### config.mk
export PLATFORM = sky130hd
export DESIGN_NAME = pcm_tdm_frame_scheduler
export DESIGN_NICKNAME = d
export VERILOG_FILES = /design/src/rtl/pcm_tdm_pkg.sv /design/src/rtl/pcm_byte_serializer.sv /design/src/rtl/pcm_tdm_frame_scheduler.sv
export SDC_FILE = /design/constraint.sdc
export NUM_CORES = 1
export LEC_CHECK = 0
export CAP_MARGIN = 5
export CORE_MARGIN = 2
export CORE_UTILIZATION = 35
export DETAILED_ROUTE_END_ITERATION = 16
export GPL_TIMING_DRIVEN = 1
export PLACE_DENSITY = 0.61
export SLEW_MARGIN = 10
export SYNTH_ARGS = -nofsm -noshare
export SYNTH_HDL_FRONTEND = slang
export SYNTH_SLANG_ARGS = --single-unit
### constraint.sdc
create_clock -name clk -period 2.9 [get_ports clk]
set_input_delay 0.29 -clock clk [delete_from_list [all_inputs] [get_ports clk]]
set_output_delay 0.29 -clock clk [all_outputs]
set_load 0.005 [all_outputs]
### src/rtl/pcm_tdm_pkg.sv
// Shared types and constants for the PCM TDM frame scheduler: FSM states,
// sample/code widths, default framing bytes and the 13-bit to 8-bit segment log encoder.
package pcm_tdm_pkg;

  typedef enum logic [1:0] {IDLE, SYNC, SLOT, DONE} state_t;

  localparam int PCM_LIN_W = 13;
  localparam int PCM_LOG_W = 8;

  localparam logic [PCM_LOG_W-1:0] SYNC_WORD_DEF = 8'hA5;
  localparam logic [PCM_LOG_W-1:0] IDLE_CODE_DEF = 8'hD5;
  localparam logic [PCM_LOG_W-1:0] ALT_INV_MASK  = 8'h55;

  // Sign-magnitude input; the segment is the leading-one position above bit 4.
  function automatic logic [PCM_LOG_W-1:0] pcm_lin2log(input logic [PCM_LIN_W-1:0] x);
    logic [11:0] m;
    logic [2:0]  seg;
    logic [3:0]  man;
    m   = x[11:0];
    seg = 3'd0;
    for (int k = 0; k < 7; k++) begin
      if (m[5+k]) seg = 3'(k + 1);
    end
    man = (seg == 3'd0) ? m[4:1] : 4'(m >> seg);
    return {x[12], seg, man};
  endfunction

endpackage

### src/rtl/pcm_byte_serializer.sv
// MSB-first byte serializer: bit timer, shift register, bit counter and bit strobe.
// A load presents data bit 7 on the load cycle itself so consecutive bytes abut.
module pcm_byte_serializer #(
  parameter int BIT_DIV = 16
) (
  input  logic       clk,
  input  logic       rst,
  input  logic       load,
  input  logic [7:0] load_data,
  output logic       ser_data,
  output logic       bit_strobe,
  output logic       byte_done
);

  localparam int TW = $clog2(BIT_DIV);

  logic [TW-1:0] tmr;
  logic [2:0]    bitcnt;
  logic          active;
  logic [7:0]    shreg;
  logic          wrap;

  assign wrap       = active && (tmr == TW'(BIT_DIV - 1));
  assign byte_done  = wrap && (bitcnt == 3'd7);
  assign bit_strobe = load || (active && (tmr == '0));
  assign ser_data   = load ? load_data[7] : shreg[7];

  always_ff @(posedge clk or posedge rst) begin
    if (rst) begin
      tmr    <= '0;
      bitcnt <= '0;
      active <= 1'b0;
    end else if (load) begin
      tmr    <= TW'(1);
      bitcnt <= '0;
      active <= 1'b1;
    end else if (active) begin
      if (wrap) begin
        tmr <= '0;
        if (bitcnt == 3'd7) active <= 1'b0;
        else                bitcnt <= bitcnt + 1'b1;
      end else begin
        tmr <= tmr + 1'b1;
      end
    end
  end

  // The final wrap does not shift, so the last bit is held through the gap cycle.
  always_ff @(posedge clk) begin
    if (load)                              shreg <= load_data;
    else if (wrap && (bitcnt != 3'd7))     shreg <= {shreg[6:0], 1'b0};
  end

endmodule

### src/rtl/pcm_tdm_frame_scheduler.sv
// TDM frame scheduler: sync byte then one log-encoded byte per channel slot, serialised.
// Define PCM_ALT_BIT_INVERT_EN to XOR every channel code (not the sync byte) with 8'h55.
module pcm_tdm_frame_scheduler
  import pcm_tdm_pkg::*;
#(
  parameter int                     NCH       = 4,
  parameter int                     BIT_DIV   = 16,
  parameter logic [PCM_LOG_W-1:0]   SYNC_WORD = SYNC_WORD_DEF,
  parameter logic [PCM_LOG_W-1:0]   IDLE_CODE = IDLE_CODE_DEF
) (
  input  logic                     clk,
  input  logic                     rst,
  input  logic                     enable,
  input  logic [NCH-1:0]           ch_valid,
  input  logic [PCM_LIN_W*NCH-1:0] ch_sample,
  output logic [NCH-1:0]           ch_ready,
  output logic                     ser_data,
  output logic                     bit_strobe,
  output logic                     frame_start,
  output logic                     busy,
  output logic [7:0]               underrun_cnt
);

  localparam int IW = (NCH > 1) ? $clog2(NCH) : 1;

  state_t                 state, state_n;
  logic [IW-1:0]          idx, idx_n;
  logic                   ld_p0, ld_n;
  logic                   slot_ld;
  logic [PCM_LIN_W-1:0]   smp;
  logic [PCM_LOG_W-1:0]   enc_code, slot_code, load_data;
  logic                   ser_bit, byte_done;

  assign slot_ld     = ld_p0 && (state == SLOT);
  assign frame_start = ld_p0 && (state == SYNC);
  assign busy        = (state != IDLE);
  assign ser_data    = (state == IDLE) ? 1'b1 : ser_bit;

  assign smp      = ch_sample[PCM_LIN_W*idx +: PCM_LIN_W];
  assign enc_code = pcm_lin2log(smp);

`ifdef PCM_ALT_BIT_INVERT_EN
  assign slot_code = (ch_valid[idx] ? enc_code : IDLE_CODE) ^ ALT_INV_MASK;
`else
  assign slot_code = ch_valid[idx] ? enc_code : IDLE_CODE;
`endif

  assign load_data = (state == SYNC) ? SYNC_WORD : slot_code;

  always_comb begin
    ch_ready = '0;
    if (slot_ld && ch_valid[idx]) ch_ready[idx] = 1'b1;
  end

  always_comb begin
    state_n = state;
    idx_n   = idx;
    ld_n    = 1'b0;
    case (state)
      IDLE: if (enable) begin
        state_n = SYNC;
        ld_n    = 1'b1;
      end
      SYNC: if (byte_done) begin
        state_n = SLOT;
        idx_n   = '0;
        ld_n    = 1'b1;
      end
      SLOT: if (byte_done) begin
        if (idx == IW'(NCH - 1)) begin
          state_n = DONE;
        end else begin
          idx_n = idx + 1'b1;
          ld_n  = 1'b1;
        end
      end
      DONE: begin
        state_n = enable ? SYNC : IDLE;
        ld_n    = enable;
      end
      default: state_n = IDLE;
    endcase
  end

  always_ff @(posedge clk or posedge rst) begin
    if (rst) begin
      state        <= IDLE;
      idx          <= '0;
      ld_p0        <= 1'b0;
      underrun_cnt <= '0;
    end else begin
      state <= state_n;
      idx   <= idx_n;
      ld_p0 <= ld_n;
      if (slot_ld && !ch_valid[idx] && (underrun_cnt != 8'hFF))
        underrun_cnt <= underrun_cnt + 1'b1;
    end
  end

  pcm_byte_serializer #(
    .BIT_DIV(BIT_DIV)
  ) u_ser (
    .clk       (clk),
    .rst       (rst),
    .load      (ld_p0),
    .load_data (load_data),
    .ser_data  (ser_bit),
    .bit_strobe(bit_strobe),
    .byte_done (byte_done)
  );

endmodule

### Yosys cells after proc, flatten, opt, wreduce, memory -nomap -nowiden

Cells that the tools add are included.

| word-level totals | value |
|---|---|
| word-level logic and storage cells | 99 |
| output and inout bits | 16 |
| register bits after elaboration | 29 |
| input bits | 59 |

| operators by class | value |
|---|---|
| add/subtract/negate cells | 4 |
| multiply operators | 1 |
| muxes and demuxes | 45 |
| magnitude comparators | 2 |
| shifts and indexed selects | 2 |
| equal/unequal tests | 14 |
| reduce and logical (&&, ||, !) cells | 23 |

Operators with widths:

| cell | count |
|---|---|
| $shiftx 52x7->13 | 1 |
| $mux 8 | 4 |
| $mux 3 | 9 |
| $mux 4 | 5 |
| $mux 2 | 8 |
| $mux 1 | 14 |
| $shr 12x3->4 | 1 |
| $logic_and 1x1->1 | 10 |
| $ne 2x2->1 const B | 5 |
| $reduce_bool 2->1 | 5 |
| $add 8x1->8 const B | 1 |
| $ne 8x8->1 const B | 1 |
| $pmux 2 s4 | 1 |
| $reduce_and 4->1 | 2 |
| $eq 2x2->1 const B | 3 |
| $mul 4x2->6 const A | 1 |
| $add 4x1->4 const B | 1 |
| $eq 4x4->1 const B | 1 |
| $logic_not 4->1 | 1 |
| $pmux 1 s4 | 1 |
| $pmux 2 s2 | 1 |
| $add 3x1->3 const B | 1 |
| $eq 3x3->1 const B | 1 |
| $logic_not 3->1 | 1 |
| other kinds (12) | 12 |

### Depth between registers and ports, before layout

| depth | value |
|---|---|
| depth in word-level cells | 15 |
| gate-level depth with buffers | 9 |

### Cells and area by module

A second synthesis with hierarchy kept.

| unflattened totals | value |
|---|---|
| cells, all modules | 225 |
| area, all modules | 2362.3 µm² |

By module, submodules not included:

| module | seq. area each (µm²) | cells an instance | area an instance (µm²) | times used |
|---|---|---|---|---|
| pcm_tdm_frame_scheduler | 325.3 | 155 | 1547.7 | 1 |
| pcm_byte_serializer | 440.4 | 70 | 814.5 | 1 |

### Worst setup path before layout

No wires, ideal clock.

| path | value |
|---|---|
| path type | register -> register |
| start point | reg idx[0] |
| end point | reg u_ser.shreg[1] (data pin) |
| library setup time | 0.257 ns |
| arrival | 2.098 ns |
| setup slack | 0.545 ns |
| required time | 2.643 ns |
| buffers on the path | 2 |
| stages on the path, launching flop included | 9 |
| period minus slack after synthesis | 2.355 ns |
| cells stage by stage | dfrtp_1 > buf_6 > buf_12 > mux4_2 > nor2_4 > a21o_4 > a211oi_1 > a211o_1 > a32o_1 |

| between the ends | value |
|---|---|
| longest elaborated chain between the ends | 14 |

Ends and longest elaborated chain:

| element | RTL line | RTL |
|---|---|---|
| start: declaration | pcm_tdm_frame_scheduler.sv:27 | `logic [IW-1:0] idx, idx_n;` |
| start signal: assignment | pcm_tdm_frame_scheduler.sv:93 | `idx <= idx_n;` |
| $mul 4x2->6 | pcm_tdm_frame_scheduler.sv:39 | `assign smp = ch_sample[PCM_LIN_W*idx +: PCM_LIN_W];` |
| $shiftx 52x7->13 | pcm_tdm_frame_scheduler.sv:39 |  |
| $mux 1 | pcm_tdm_pkg.sv:22 | `if (m[5+k]) seg = 3'(k + 1);` |
| $mux 2 | pcm_tdm_pkg.sv:22 |  |
| $mux 3 (5 in series) | pcm_tdm_pkg.sv:22 |  |
| $shr 12x3->4 or $logic_not 3->1 (tied branches) | pcm_tdm_pkg.sv:24 | `man = (seg == 3'd0) ? m[4:1] : 4'(m >> seg);` |
| $mux 4 | pcm_tdm_pkg.sv:24 |  |
| $mux 8 (*) | pcm_tdm_frame_scheduler.sv:45 | `assign slot_code = ch_valid[idx] ? enc_code : IDLE_CODE;` |
| $mux 8 (*) | pcm_tdm_frame_scheduler.sv:48 | `assign load_data = (state == SYNC) ? SYNC_WORD : slot_code;` |
| $mux 8 (*) | pcm_byte_serializer.sv:50 | `if (load) shreg <= load_data;` |
| end signal: assignment | pcm_byte_serializer.sv:50 |  |
| end signal: assignment | pcm_byte_serializer.sv:51 | `else if (wrap && (bitcnt != 3'd7)) shreg <= {shreg[6:0], 1'b0};` |
| end: declaration | pcm_byte_serializer.sv:20 | `logic [7:0] shreg;` |

Every way passes the cells marked *; elsewhere a longest branch is shown, timed or not. The select of a mux whose other input is x is not followed.
A chain may end at the register's enable or synchronous reset.

### Worst setup path in the final report

| path | value |
|---|---|
| start point | reg idx[0] |
| end point | out ser_data |

| between the ends | value |
|---|---|
| longest elaborated chain between the ends | 6 |

Ends and longest elaborated chain:

| element | RTL line | RTL |
|---|---|---|
| $mul 4x2->6 or $bmux 1 s2 (tied branches) | pcm_tdm_frame_scheduler.sv:39, pcm_tdm_frame_scheduler.sv:45 |  |
| $shiftx 52x7->13 or $mux 1 (tied branches) | pcm_tdm_frame_scheduler.sv:39, pcm_tdm_frame_scheduler.sv:45 |  |
| $mux 8 (*) | pcm_tdm_frame_scheduler.sv:45 |  |
| $mux 8 (*) | pcm_tdm_frame_scheduler.sv:48 |  |
| $mux 1 (*) | pcm_byte_serializer.sv:26 | `assign ser_data = load ? load_data[7] : shreg[7];` |
| $mux 1 (*) | pcm_tdm_frame_scheduler.sv:37 | `assign ser_data = (state == IDLE) ? 1'b1 : ser_bit;` |
| end: declaration | pcm_tdm_frame_scheduler.sv:17 | `output logic ser_data,` |

Marked as above.

==> results_dict.tcl <==
set metrics [dict create \
    dp_cells 364 \
    core_mm2 0.00628 \
    port_buffers 70 \
    p_leak_nw 1.28 \
    worst_pin_slew_ns 1.13 \
    num-nets-final 367 \
    crit_arrival_ns 2.40 \
    multi_input_area_mm2 0.00136 \
    cts_setup_buffers 0 \
    n_antenna_cell 0 \
    slowest_stage "mux4_2" \
    postSynthAreaPerCell_um2 10.3 \
    synth-compound-area-share_pct 15.4 \
    slew_viol_final 0 \
    finalSetupTns_ns 0 \
    synth_simple_gate_area_share_pct 15.6 \
    fmax_ghz 0.372 \
    ys.flop_type "dfrtp_1" \
    crit_fanout 17 \
    ys_async_sr_fraction_pct 72.4 \
    r2r_start "idx[0]" \
    synth_edf_count 8 \
    skew_ns 0.00543 \
    crit_chain "buf_12 -> mux4_2 -> nand2_1 -> nor3_1 -> o21ai_1 -> clkdlybuf4s50_1" \
    grt_max_degree 22 \
    placementRows 29 \
    io_pins 75 \
    setup.worst_path.start "idx[0]" \
    drive_above_1_share_pct 10.5 \
    cts_buffers 5 \
    cts_tree "built" \
    grt_first_pass_wirelength_mm 9.13 \
    yosys-mux-area-fraction_pct 18.0 \
    min_path_type "input pin to asynchronous set/reset pin" \
    cts_hold_buffers 0 \
    finalWirelength_mm 5.57 \
    seq_area_frac_synth_pct 34.0 \
    final_cell_area_mm2 0.00314 \
    dr.pass1.iters 4 \
    drc_errors 0 \
    syn2layout_area_growth_pct 39.3 \
    endpoint_kind "primary output" \
    dpl-instance-area_mm2 0.00306 \
    die_x_um 84.2 \
    ant_nets 0 \
    grt_busiest_layer "met2" \
    stdcell_count 372 \
    cts_resized 0 \
    grtUsageMet3_pct 3.05 \
    synth-xor-area-share_pct 3.50 \
    rsz0062_at_grt "false" \
    seqCellArea_um2 766 \
    cts_sinks 29 \
    clockBufferDepth 2 \
    slowest_delay_ns 0.61 \
    clock_latency_ns 0.28 \
    grt_overflow 0 \
    die_area_mm2 0.00710 \
    met1_usage_pct 23.0 \
    grt_usage_pct 15.9 \
    gr-usage-met2_pct 23.9 \
    htree_levels 2 \
    num-fill-cells 593 \
    path_buf_inv 2 \
    required_ns 2.61 \
    start_kind "flip-flop" \
    antenna_found_initial 0 \
    syn_area_mm2 0.00225 \
    yosysWarnings 0 \
    vias 1978 \
    wl_per_cell_um 15.0 \
    synthCells 219 \
    clk_pin_slew_worst_paths_ns 0.06 \
    fin_crit_sh_pct 92.8 \
    hpwl_mm 4.35 \
    final_hold_viol_count 0 \
    routabilityCongestion 0.885 \
    fin_crit_ns 2.69 \
    synth_top_family_by_area "multiplexers" \
    cts-root-buf "clkbuf_8" \
    ys_types 54 \
    synth_adder_area_share_pct 7.77 \
    cap_viol_max_count 0 \
    critPathTopFamily "buffers and inverters" \
    drtIter0Drc 95 \
    ir_drop_v 0.000358 \
    synth-seq-cells 29 \
    start_util_pct 35.9 \
    power_density_mw_per_mm2 537 \
    power.total_w 0.00168 \
    status "finished, final reports clean" \
    path_class "flip-flop to primary output" \
    setup_viol 0 \
    syn-num-nets 292 \
    dieHeight_um 84.2 \
    vias_per_cell 5.32 \
    relSlewSlack_pct 23.9 \
    grt_pass1_vias 1916 \
]
logic make-up (layout without fill, tap and decap cells):
| family | Yosys count | in the layout |
|---|---|---|
| and+or+nand+nor | 69 | 69 |
| AOI/OAI and AO/OA | 49 | 49 |
| DFF | 29 | 29 |
| buffers and inverters | 27 | 103 |
| muxes | 22 | 22 |
| adders and majority gates | 14 | 14 |
| xor gates and xnor gates | 9 | 9 |
where the power goes:
| group | total (W) | internal (W) | switching (W) |
|---|---|---|---|
| Combinational | 0.000705 | 0.000355 | 0.000350 |
| Clock | 0.000321 | 0.000166 | 0.000156 |
| Sequential | 0.000658 | 0.000571 | 0.0000868 |
cells in the mapped netlist (3+ instances only):
cell type / n / area share [%]
ha_1: 14 / 7.8
a21oi_1: 11 / 2.4
nand3_1: 7 / 1.6
nand2_1: 12 / 2.0
mux4_1: 5 / 5.8
nand4_1: 5 / 1.4
nor2_1: 27 / 4.5
xor2_1: 4 / 1.6
and2_1: 4 / 1.1
inv_1: 17 / 2.8
mux4_2: 8 / 8.0
xnor2_1: 5 / 1.9
clkbuf_1: 5 / 0.83
o22ai_1: 3 / 0.83
dfrtp_1: 21 / 23
mux2i_1: 5 / 2.2
a211oi_1: 4 / 1.3
mux2_2: 3 / 1.5
edfxtp_1: 8 / 11
o211ai_1: 4 / 1.3
o21ai_0: 5 / 1.1
o21ai_1: 3 / 0.67
registers in the layout, summed over array words and instances (netlist names):
| signal | flops |
|---|---|
| idx | 2 |
| ld_p0 | 1 |
| state | 2 |
| u_ser.active | 1 |
| u_ser.bitcnt | 3 |
| u_ser.shreg | 8 |
| u_ser.tmr | 4 |
| underrun_cnt | 8 |
layout make-up:
cell class                 instances  share of cell area (%)
multi-input combinational        163                    43.3
sequential                        29                    24.4
timing repair buffer              77                    24.4
tap                               77                    3.07
clock buffer                       6                    2.31
inverter                          18                    2.15
clock inverter                     2                   0.319
per-layer routing:
layer / up-vias / wire (µm)
met1: 956 / 2690
met2: 43 / 2560
met3: 14 / 186
met5: - / 0
li1: 965 / -
met4: 0 / 133
stage by stage:
step / hold slack (ns) / worst slack [ns] / utilization (%)
final: 0.468 / 0.209 / 50.0
after global routing: 0.520 / 0.113 / 50.0
after CTS: 0.499 / 0.175 / 50.0
after detailed placement: 0.500 / 0.290 / 48.7
after global placement: 0.500 / 0.272 / 48.7
after floorplan: 0.267 / 0.545 / -
cells in the final DEF (no fill, tap or decap), drive strengths merged, types with 2 or more instances in the layout:
| cell type | instances |
|---|---|
| clkdlybuf4s50 | 70 |
| nor2 | 28 |
| dfrtp | 21 |
| inv | 17 |
| ha | 14 |
| mux4 | 13 |
| nand2 | 12 |
| a21oi | 11 |
| edfxtp | 8 |
| o21ai | 8 |
| nand3 | 7 |
| buf | 7 |
| clkbuf | 6 |
| nand4 | 5 |
| xnor2 | 5 |
| mux2i | 5 |
| a211oi | 5 |
| o211ai | 4 |
| xor2 | 4 |
| and2 | 4 |
| mux2 | 4 |
| o22ai | 3 |
| clkinv | 3 |
| o21bai | 2 |
| o31ai | 2 |
| and2b | 2 |
| a221oi | 2 |
| nor3 | 2 |
| and3 | 2 |
| or2 | 2 |
| a22o | 2 |
| a21o | 2 |
path summary, 6_finish.rpt:
check	end	slack [ns]	cells after the start
max	ser_data	0.21	6
min	u_ser.tmr[0]	0.47	2
max reg2reg	u_ser.shreg[1]	0.39	7
min reg2reg	underrun_cnt[6]	0.51	1
max in group asynchronous	u_ser.tmr[3]	1.93	2
min in group clk	underrun_cnt[6]	0.51	1
Power figures use the tool's default switching activity.
==> edit 1, RTL diff (same settings) <==
The 4 states of `state_t` get a Gray code encoding in 2 bits.
--- a/src/rtl/pcm_tdm_pkg.sv
+++ b/src/rtl/pcm_tdm_pkg.sv
@@ -2,7 +2,7 @@
 // sample/code widths, default framing bytes and the 13-bit to 8-bit segment log encoder.
 package pcm_tdm_pkg;
 
-  typedef enum logic [1:0] {IDLE, SYNC, SLOT, DONE} state_t;
+  typedef enum logic [1:0] {IDLE = 2'b00, SYNC = 2'b01, SLOT = 2'b11, DONE = 2'b10} state_t;
 
   localparam int PCM_LIN_W = 13;
   localparam int PCM_LOG_W = 8;
Behaviour: no difference found for any inputs over 10 cycles, from zero or initial values and one cycle with rst high; not proved beyond that.
==> edit 1 against the unedited design <==
  * Register-to-register slack got worse by 140 ps
  * Largest cell class unchanged
  * Synthesized area rose by 2.7%
  * Final area rose by 2.4%
  * Sequential cell count did not move
  * Worst setup slack got worse by 15 ps
  * Critical endpoint unchanged
  * Wire length rose by 1.3%
Power is not compared: it rests on default switching activity, and its combinational part moved more than twofold at a synthesized area within 25%.
==> edit 1: results (changes against the unedited design) <==
| Metric | Value |
|---|---|
| CP max-delay cell | clkdlybuf4s50_1 (was mux4_2) |
| Asr flop ratio synth | 0.724 (unchanged) |
| Synth Area in XOR/XNOR | 0.0303 (was 0.0350) |
| Crit Path Max Fanout | 3 (was 17) |
| Top Registers | u_ser.shreg (8), underrun_cnt (8), u_ser.tmr (4) (unchanged) |
| Slowest Stage Delay on Critical Path | 540 ps (was 610 ps) |
| Vias in the first global route | 1936 (was 1916) |
| DP Area | 0.00310 mm^2 (was 0.00306 mm^2) |
| P_leak | 1.31 nW |
| Clock latency on the worst-skew pair | 280 ps (about the same) |
| Crit path from | idx[0] (unchanged) |
| Status | finished, final reports clean (unchanged) |
| Total track usage | 0.163 (was 0.159) |
| Num CTS Buffers | 5 (unchanged) |
| Share of cells above drive strength 1 | 0.125 (was 0.105) |
| Cells after Synth | 225 (was 219) |
| Post-Synth Adder-Cell Area | 0.0487 (was 0.0777) |
| Port buffer count | 70 (unchanged) |
| Hpwl dp | 4440 um (was 4350 um) |
| Skew final | 8.93 ps (was 5.43 ps) |
| Distinct cells, synth | 59 (was 54) |
| Max Root-Sink Buffers | 2 (unchanged) |
| Initial antenna violation count | 0 (unchanged) |
| Post-synthesis net count | 293 (was 292) |
| Via count | 1975 (was 1978) |
| First-pass GRT wire length | 9380 um (was 9130 um) |
| First DRT Iteration DRCs | 139 (was 95) |
| Worst Setup EP | ser_data (unchanged) |
| Worst-case reg-to-reg path depth | 7 (unchanged) |
| Synth area leaders | dfrtp_1 23%, edfxtp_1 10%, mux4_1 8.0%, mux4_2 5.8%, ha_1 4.9% (was dfrtp_1 23%, edfxtp_1 11%, mux4_2 8.0%, ha_1 7.8%, mux4_1 5.8%) |
| Nets | 370 (was 367) |
| # diodes | 0 (unchanged) |
| VDD IR-drop max | 272 uV |
| Reg-to-reg endpoint | u_ser.shreg[1] (unchanged) |
| Commonest cells in the synthesized netlist | 22 x nor2_1, 21 x dfrtp_1, 18 x inv_1 (was 27 x nor2_1, 21 x dfrtp_1, 17 x inv_1) |
| Grt ovf | 0 (unchanged) |
| Clk pin slew, worst setup/hold paths | 70 ps |
| # H-tree levels | 2 (unchanged) |
| Root Driver | clkbuf_8 (unchanged) |
| Ys flop type | dfrtp_1 (unchanged) |
| Pin count of the biggest net entering global routing | 22 (unchanged) |
| Hold Path Class | in2async (unchanged) |
| Gp weighted congestion | 0.871 (was 0.885) |
| Final wirelength | 5650 um (was 5570 um) |
| Arr. time, crit path | 2420 ps (was 2400 ps) |
| Worst relative slew slack | 0.246 (was 0.239) |
| Mux cell area share after synthesis | 0.165 (was 0.180) |
| Compound-Gate Fraction of Synth Area | 0.160 (was 0.154) |
| Flop-to-flop setup slack | 250 ps (was 390 ps) |
| Post-CTS Repair Setup Buffers | 0 (unchanged) |
| Post-synthesis sequential area ratio | 0.331 (was 0.340) |
-- edit 1: cell count changes in the layout (fill, tap and decap cells not counted), sizes merged, moves of 4 or more --
| cell | delta |
|---|---|
| ha | -5 |
| nand2 | +4 |
| nor2 | -5 |
| nor2b | +5 |
| o21ai | +7 |
-- edit 1: cell families after synthesis --
kind of cell / after synthesis
buffers and inverters: 28
adders and majority gates: 9
and+or+nand+nor: 81
muxes: 19
DFF: 29
xor gates and xnor gates: 8
AOI/OAI and AO/OA: 51
-- edit 1: worst min-delay path by stage --
stage | endpoint | slack (ps) | depth (start not counted)
floorplan | idx[0] | 270 | 1
global placement | underrun_cnt[5] | 500 | 1
detailed placement | underrun_cnt[5] | 490 | 1
CTS | underrun_cnt[5] | 490 | 2
global route | underrun_cnt[5] | 540 | 1
finish | underrun_cnt[7] | 460 | 2
-- edit 1: per-stage QoR --
step	setup WS, ps	instances	hold slack, ps
5_1_grt	44.3	380	538
6_report	193	380	460
3_5_place_dp	223	372	494
4_1_cts	178	380	487
3_3_place_gp	216	372	497
2_1_floorplan	512	225	267
-- edit 1: area by class of cell --
type	instances	area [um^2]
clock inverter	2	33.8
fill	586	3170
tap	77	96.3
timing repair buffer	80	776
sequential	29	766
clock buffer	6	72.6
multi-input combinational	168	1400
inverter	18	67.6
-- edit 1: worst reg2reg max path, stage by stage (launching register included) --
cell and delay, ps:
dfrtp_1 400, buf_4 240, mux4_1 770, and2b_2 290, a221oi_2 280, nor3_1 110, a2111oi_2 220, nor3_1 90
-- edit 1: timing repair --
item                       4_1_cts  5_1_grt
setup endpoints to repair        0        1
gates resized for setup          0        1
hold endpoints to repair         0        0
-- edit 1: where the power goes --
group | total [mW] | internal (mW) | switching (mW)
Clock | 0.404 | 0.253 | 0.151
Sequential | 0.531 | 0.482 | 0.0486
Combinational | 0.333 | 0.180 | 0.153
Total | 1.27 | 0.915 | 0.352
-- edit 1: routing by layer --
metal	track usage	part of all wire	up-vias
met1	0.218	0.46	933
li1	-	-	983
met3	0.0340	0.038	13
met5	0	0	-
met2	0.260	0.48	46
met4	0.0635	0.020	0
==> edit 2, RTL diff (same settings) <==
Without the edit above. The option `PCM_ALT_BIT_INVERT_EN` is turned on by a define.
--- a/src/rtl/pcm_tdm_frame_scheduler.sv
+++ b/src/rtl/pcm_tdm_frame_scheduler.sv
@@ -1,5 +1,7 @@
 // TDM frame scheduler: sync byte then one log-encoded byte per channel slot, serialised.
 // Define PCM_ALT_BIT_INVERT_EN to XOR every channel code (not the sync byte) with 8'h55.
+`define PCM_ALT_BIT_INVERT_EN
+
 module pcm_tdm_frame_scheduler
   import pcm_tdm_pkg::*;
 #(
Check against the original RTL: same outputs for any inputs over 10 cycles, from zero or initial values and one cycle with rst high; that may be too few to reach the edited logic, so the function may still have changed.
==> edit 2 against the unedited design <==
  * Global-route usage is 0.67 points higher
  * Total power fell by 0.90%
  * Worst setup slack got worse by 65 ps
  * Sequential cell count stayed put
  * Fmax down 2.3%
  * Wire length shrank 0.39%
  * Critical endpoint unchanged
  * Via count is 0.76% lower
  * Worst hold slack improved by 16 ps
  * Synthesized area grew 0.17%
  * Final area fell by 0.44%
  * Highest routed layer unchanged
==> edit 2: results (changes against the unedited design) <==
| Metric | Value |
|---|---|
| Status | finished, final reports clean (unchanged) |
| Synth area leaders | dfrtp_1 23%, mux4_2 11%, edfxtp_1 11%, ha_1 7.8%, nor2_1 3.7% (was dfrtp_1 23%, edfxtp_1 11%, mux4_2 8.0%, ha_1 7.8%, mux4_1 5.8%) |
| DRT met1 WL | 2620 um (was 2690 um) |
| Delay-heaviest family, CP | multiplexers (was buffers and inverters) |
| Vias in the first global route | 1944 (was 1916) |
| Post-route insts no fill | 376 (was 372) |
| WL/cell | 14.8 um (was 15.0 um) |
| Cells after Synth | 227 (was 219) |
| Fillcell total | 590 (was 593) |
| Area delta synth->final | 38.4% (was 39.3%) |
| Post-CTS resize count | 1 (was 0) |
| Total track usage | 0.165 (was 0.159) |
| Placed instance count | 368 (was 364) |
| Crit Path Max Fanout | 7 (was 17) |
| Vias/cell | 5.22 (was 5.32) |
| Met3 WL | 215 um (was 186 um) |
| Hpwl dp | 4440 um (was 4350 um) |
| VDD IR-drop max | 390 uV (was 358 uV) |
| Met3 Use GR | 0.0285 (was 0.0305) |
| First-pass GRT wire length | 9520 um (was 9130 um) |
| Met1 Use GR | 0.234 (was 0.230) |
| Skew final | 3.11 ps (was 5.43 ps) |
| Post-synthesis net count | 300 (was 292) |
| Compound-Gate Fraction of Synth Area | 0.164 (was 0.154) |
| Hold WS | 484 ps (was 468 ps) |
| Slowest Stage Delay on Critical Path | 570 ps (was 610 ps) |
| Worst relative slew slack | 0.448 (was 0.239) |
| DP Area | 0.00303 mm^2 (was 0.00306 mm^2) |
| Flop-to-flop setup slack | 280 ps (was 390 ps) |
| Mux cell area share after synthesis | 0.171 (was 0.180) |
| Arr. time, crit path | 2470 ps (was 2400 ps) |
| Post-synthesis sequential area ratio | 0.339 (was 0.340) |
| Share of cells above drive strength 1 | 0.107 (was 0.105) |
| Reg-to-reg endpoint | u_ser.shreg[2] (was u_ser.shreg[1]) |
| Commonest cells in the synthesized netlist | 22 x nor2_1, 21 x dfrtp_1, 19 x inv_1 (was 27 x nor2_1, 21 x dfrtp_1, 17 x inv_1) |
| Final Critical Period | 2760 ps (was 2690 ps) |
| First DRT Iteration DRCs | 99 (was 95) |
| Pre-CTS setup slack | 188 ps (was 290 ps) |
## edit 2: cell count changes in the layout (fill, tap and decap cells not counted), sizes merged, moves of 3 or more
cell / unedited run / this run
a211oi: 5 / 0
and2: 4 / 1
nand2: 12 / 16
o21ai: 8 / 11
o21a: 0 / 4
o211ai: 4 / 1
nor2: 28 / 24
and3: 2 / 7
## edit 2: area by class of cell
cell class                      count  area share
Multi-Input combinational cell    166       0.432
Sequential cell                    29       0.245
Timing Repair Buffer               76       0.239
Tap cell                           77      0.0308
Clock buffer                        8      0.0288
Inverter                           20      0.0240
## edit 2: power groups by stage
| stage | Clock (mW) | Combinational, mW | Sequential, mW |
|---|---|---|---|
| final | 0.333 | 0.683 | 0.654 |
| after global routing | 0.369 | 0.776 | 0.674 |
| after CTS | 0.344 | 0.690 | 0.654 |
| after detailed placement | 0 | 0.687 | 0.658 |
| after global placement | 0 | 0.679 | 0.656 |
| after floorplan | 0 | 0.457 | 0.629 |
